**config.mk**
```make
export PLATFORM = sky130hd
export DESIGN_NAME = polaris_ifetch
export DESIGN_NICKNAME = d
export VERILOG_FILES = /design/src/rtl/polaris_ifetch.sv
export SDC_FILE = /design/constraint.sdc
export NUM_CORES = 1
export LEC_CHECK = 0
export BUFFER_PORTS_ARGS = -buffer_cell sky130_fd_sc_hd__buf_2
export CAP_MARGIN = 40
export CORE_AREA = 2 2 183 185
export DETAILED_ROUTE_END_ITERATION = 8
export DIE_AREA = 0 0 185 187
export GPL_TIMING_DRIVEN = 0
export PLACE_DENSITY = 0.82
export REMOVE_ABC_BUFFERS = 1
export SLEW_MARGIN = 20
export SYNTH_ARGS = -nofsm -noshare
export SYNTH_HDL_FRONTEND = slang
export SYNTH_SLANG_ARGS = --single-unit
```
**constraint.sdc**
```tcl
create_clock -name clk_i -period 5.2 [get_ports clk_i]
set_clock_uncertainty 0.15 [all_clocks]
set_input_delay 1.04 -clock clk_i [delete_from_list [all_inputs] [get_ports clk_i]]
set_output_delay 1.04 -clock clk_i [all_outputs]
set_load 0.005 [all_outputs]
```
**src/rtl/polaris_ifetch.sv**
```systemverilog
// polaris_ifetch: instruction fetch unit with a DEPTH-entry prefetch queue.
// Issues word fetches at fpc, queues {pc, insn} pairs and hands them to the
// consumer in order. A redirect flushes the queue and restarts fetching.
// Optional macro IFETCH_MISALIGN_TRAP_EN: a misaligned redirect raises fault_o
// and parks the unit in JAM until reset. Without it the target is word-aligned.
module polaris_ifetch #(
    parameter int unsigned   AW           = 64,
    parameter int unsigned   DEPTH        = 4,
    parameter logic [AW-1:0] RESET_VECTOR = 64'hFFFF_FFFF_FFFF_FF00
) (
    input  logic          clk_i,
    input  logic          reset_i,
    output logic          istb_o,
    output logic [AW-1:0] iadr_o,
    output logic [1:0]    isiz_o,
    input  logic          iack_i,
    input  logic [31:0]   idat_i,
    output logic          insn_valid_o,
    output logic [31:0]   insn_o,
    output logic [AW-1:0] insn_pc_o,
    input  logic          insn_ready_i,
    input  logic          redir_i,
    input  logic [AW-1:0] redir_pc_i,
    output logic          fault_o
);

    localparam int unsigned PW = $clog2(DEPTH);
    localparam int unsigned CW = PW + 1;
    localparam logic [CW-1:0] FULL = CW'(DEPTH);

    typedef enum logic [1:0] {
        S_FETCH,
        S_FLUSH
`ifdef IFETCH_MISALIGN_TRAP_EN
        , S_JAM
`endif
    } state_t;

    state_t        state;
    logic [AW-1:0] fpc;
    logic [CW-1:0] count;
    logic [PW-1:0] wptr;
    logic [PW-1:0] rptr;
    logic [31:0]   q_insn [DEPTH];
    logic [AW-1:0] q_pc   [DEPTH];

    logic          jammed;
    logic          push;
    logic          pop;
    logic [AW-1:0] redir_target;
    logic          fault_q;

`ifdef IFETCH_MISALIGN_TRAP_EN
    assign jammed       = (state == S_JAM);
    assign redir_target = redir_pc_i;
`else
    assign jammed       = 1'b0;
    assign redir_target = redir_pc_i & ~(AW'(3));
`endif

    assign istb_o       = (state == S_FETCH) && (count < FULL);
    assign iadr_o       = istb_o ? fpc : '0;
    assign isiz_o       = istb_o ? 2'b10 : 2'b00;
    assign insn_valid_o = (count != '0);
    assign insn_o       = q_insn[rptr];
    assign insn_pc_o    = q_pc[rptr];
    assign push         = istb_o && iack_i;
    assign pop          = insn_valid_o && insn_ready_i;
    assign fault_o      = fault_q;

    // Fetch state, fetch PC, queue storage and occupancy; redirect wins over push/pop.
    always_ff @(posedge clk_i) begin
        if (reset_i) begin
            state   <= S_FLUSH;
            fpc     <= RESET_VECTOR;
            count   <= '0;
            wptr    <= '0;
            rptr    <= '0;
            fault_q <= 1'b0;
        end else if (!jammed) begin
            if (redir_i) begin
                state <= S_FLUSH;
                fpc   <= redir_target;
                count <= '0;
                wptr  <= '0;
                rptr  <= '0;
`ifdef IFETCH_MISALIGN_TRAP_EN
                if (redir_pc_i[1:0] != 2'b00) begin
                    state   <= S_JAM;
                    fault_q <= 1'b1;
                end
`endif
            end else begin
                state <= S_FETCH;
                if (push) begin
                    q_insn[wptr] <= idat_i;
                    q_pc[wptr]   <= fpc;
                    wptr         <= wptr + 1'b1;
                    fpc          <= fpc + AW'(4);
                end
                if (pop) begin
                    rptr <= rptr + 1'b1;
                end
                case ({push, pop})
                    2'b10:   count <= count + 1'b1;
                    2'b01:   count <= count - 1'b1;
                    default: count <= count;
                endcase
            end
        end
    end

endmodule

```
# [Yosys cells after proc, flatten, opt, wreduce, memory -nomap -nowiden]
# Memories as Yosys holds them, arrays and structs flattened. A register that Yosys moved wholly into a read port is not among the register bits.
# Index checks and enable logic that the tools add are counted.
[totals] regBits=73 mem_count=2 word_cells=38 mem_bits_rw=384
[mem_list] name="q_pc" words=4 width=64 read_ports=1 rd_clocked_by_memory_dff=1 wr=1 line="45" rtl="logic [AW-1:0] q_pc [DEPTH];"
[mem_list] name="q_insn" words=4 width=32 read_ports=1 rd_clocked_by_memory_dff=1 wr=1 line="44" rtl="logic [31:0] q_insn [DEPTH];"
[classes] magnitude_cmp=1 addsub=5 n_mux=14 n_reduce_logical=8 eq_ne=2
[ops] op="2-to-1 mux 64 bit" n=3
[ops] op="adder 64 x 3 -> 64 bit (second input constant)" n=1
[ops] op="2-to-1 mux 2 bit" n=5
[ops] op="case mux 3 bit (2 select lines)" n=1
[ops] op="2-to-1 mux 1 bit" n=5
[ops] op="adder 2 x 1 -> 2 bit (second input constant)" n=2
[ops] op="nonzero test 2 bit" n=2
[ops] op="adder 3 x 1 -> 3 bit (second input constant)" n=1
[ops] op="logical AND 1 bit" n=3
[ops] op="less-than comparator 3 bit (second input constant)" n=1
[ops] op="nonzero test 3 bit" n=1
[ops] op="subtractor 3 x 1 -> 3 bit (second input constant)" n=1
[ops] op="== test 2 x 1 -> 1 bit (second input constant)" n=1
[ops] op="== test 2 bit (second input constant)" n=1
[ops] op="zero test 2 bit" n=1
[ops] op="OR reduction 2 bit" n=1

# [Logic depth before layout (Yosys ltp)]
[depth] word_depth=7 ltp_mapped=9 depth_no_buf=8

# [Worst setup path after synthesis]
# No wires, ideal clock.
[synth_path] path_type="input to register" startpoint="in iack_i" endpoint="mem q_insn[0][0], enable pin" setup_slack_ps=760 path_stages=3 arrival_time_ps=3827 required_time_ps=4586 path_cell_list="nor3b_2 > clkbuf_1 > and3_1"
[synth_between] elab_chain_cells=5
[synth_rtl] element="start: declaration" line="16" rtl="input logic iack_i,"
[synth_rtl] element="logical AND 1 bit" line="67" rtl="assign push = istb_o && iack_i;"
[synth_rtl] element="2-to-1 mux 1 bit" line="95" rtl="if (push) begin"
[synth_rtl] element="2-to-1 mux 1 bit" line="81" rtl="if (redir_i) begin"
[synth_rtl] element="2-to-1 mux 1 bit" line="73" rtl="if (reset_i) begin"
[synth_rtl] element="2-to-1 mux 1 bit (not written as such)" line="96" rtl="q_insn[wptr] <= idat_i;"
[synth_rtl] element="end: declaration" line="44"
# No other way between the ends.

==> results.cfg <==
[route]
drt_iter0_drc = 942
vias = 11162
routed_wl_um = 42400
drtAntennaViolNets = 0
firstDrtPassIters = 6
drc = 0
via_per_inst = 6.01
wl_per_cell_um = 22.8

[synthesis]
muxShareOfSynthArea = 0.121
synth_ff_type = edfxtp_1
synthXorXnorAreaFrac = 0.0129
synth.avg_cell_area_sq_um = 16.5
ys_ff_latch = 448
synth_fa_ha_area_frac = 0.00520
synth_cell_types = 52
synthTopCellsByCount = edfxtp_1, mux4_2, dfxtp_1
synth.top_cell.area_share = 0.618
synthTopCellsByArea = edfxtp_1, mux4_2, dfxtp_1
syn_area_sq_um = 18300
seq_area_frac_synth = 0.697
yosys.area.top_type = edfxtp_1
syn_inst = 1108
yosysMostFrequentCell = edfxtp_1
synth-async-reset-ratio = 0
synthSimpleGateAreaFrac = 0.107
synth_top_family_by_area = multiplexers
synth_edf_count = 376
ys_warn_count = 0
synth_compound_area_frac = 0.0363

[sta]
hold_viol = 0
slew_viol_final = 0
worst_pin_slew_ns = 0.833
post-route-min-period_ns = 3.72
setup_viol = 0
timing.final.crit_share = 0.716
rsz0062_at_grt = no
relSlewSlack = 0.440
max_freq_mhz = 269
fin_hold_ws_ns = 0.359
setup_tns_ns = 0

[worst_setup_path]
crit_type = flop to output pin
cp_num_buf_inv = 3
critPathSlowestCell = dfxtp_4
cp.required_ns = 4.01
cpLargestDelayFamily = buffers and inverters
critical-path-max-stage-delay_ns = 0.66
cp.arrival_ns = 2.53
crit_fanout = 33
worstPathCellList = buf_12 > buf_16 > mux4_2 > buf_2
critPathLaunchType = flop
end_kind = output pin

[die]
die-area_sq_um = 34600
ios = 266
initial_core_util = 0.556
rows = 67
die_w_um = 185
die_h_um = 187
core-area_sq_um = 32900

[grt]
grt_pass1_wl_um = 64300
overflow = 0
grt_max_degree = 84
grt_usage = 0.245
antenna_found_initial = 7
grt_pass1_vias = 11131

[place]
gp_congestion = 0.793
io_buffer_count = 257
dpl_cell_area_sq_um = 20200
dp_hpwl_um = 27300

[clocking]
cts_hold_buffers = 0
root_buffer = clkbuf_16
clockBufferDepth = 3
cts_resized = 0
cts_buffers = 46
htree_levels = 2
worstSkewPairLatency_ns = 0.55
post-cts-setup-buffer-count = 0
clock_sinks = 448
cts_tree = done
clkTransAtPathRegs_ns = 0.06

[power_and_ir_drop]
powerDensity_nw_per_um2 = 353
power_w = 0.00771
worst_ir_drop_vdd_uv = 264
power_leakage_nw = 7.46

[final_layout]
area_growth_pct = 19.5
final_nets = 1472
final_layout_size_suffix_gt1_frac = 0.332
stdcell_area_sq_um = 21900
fill_cells = 2247
regArea_sq_um = 12700
multiInputGateArea_sq_um = 5210
fin_util = 0.665

[hold_path]
hp-class = flop to flop

[outcome]
outcome = finished clean

[run]
cap_viol_max_count = 0
[layer usage]
metal,GRT usage,wire [um],part of all wire
met1,0.338,17700,0.42
met2,0.392,20800,0.49
met3,0.0440,2730,0.064
met4,0.0931,1170,0.028
met5,0,0,0
[metrics by stage]
| step | std cells | setup WS, ns |
|---|---|---|
| global route | 1857 | 1.30 |
| finish | 1858 | 1.48 |
| floorplan | 1037 | -0.578 |
| global placement | 1742 | -2.65 |
| detailed placement | 1763 | 1.13 |
| CTS | 1849 | 1.40 |
[kinds of logic (layout without fill, tap and decap cells)]
| logic type | count (synthesis) | count (layout) |
|---|---|---|
| AO/OA/AOI/OAI | 88 | 88 |
| XOR/XNOR | 27 | 27 |
| AND/OR/NAND/NOR | 343 | 343 |
| flip-flops | 448 | 448 |
| adder cells (fa/ha/maj) | 7 | 7 |
| buffers and inverters | 91 | 380 |
| other | 1 | 14 |
| multiplexers | 103 | 103 |
[path summary, 6_finish.rpt]
check,start,to,slack (ns),cells after the start
max,flop,insn_pc_o[14],1.48,4
min,wptr[1],wptr[1],0.36,2
max reg2reg,count[2],fpc[47],1.66,7
min reg2reg,wptr[1],wptr[1],0.36,2
[power by group]
group          total (W)  leakage (nW)  switching [W]  internal (W)
clock            0.00333         0.765        0.00130       0.00203
combinational   0.000358          2.79       0.000206      0.000151
sequential       0.00402          3.90      0.0000828       0.00393
total            0.00771          7.46        0.00159       0.00612
[cell type report]
type	count	share of cell area
inverter	15	0.00269
tap	448	0.0257
clock inverter	16	0.00807
timing repair buffer	279	0.0779
antenna	8	0.000916
clock buffer	70	0.0634
sequential	448	0.583
multi-input combinational	574	0.238
[worst min-delay path, cell delays in order (launching register included)]
cell and delay, ns:
dfxtp_1 0.33, nand2_1 0.06, a21oi_1 0.06
[sequential cells by signal, summed over array words and instances (netlist names), named ones only]
signal and count:
q_pc 248, count 3, fpc 62, q_insn 128, state 1, rptr 2, wptr 2
[cells in the final DEF (no fill, tap or decap), types with 9 or more instances in the layout]
cell,n
nand2_1,40
or4_1,10
mux2i_1,9
and2_1,64
a311oi_1,9
mux4_2,94
inv_1,12
edfxtp_1,376
nand3_1,33
clkbuf_16,49
buf_2,258
nor3_1,65
buf_12,13
and4_1,11
dfxtp_1,70
nor4_1,22
o21ai_0,13
and3_1,26
a21oi_1,18
nand4_1,23
clkbuf_1,13
xor2_1,18
a2111oi_0,9
xnor2_1,9
nor2_1,26
Note: power is estimated with default switching activity, not from simulation.
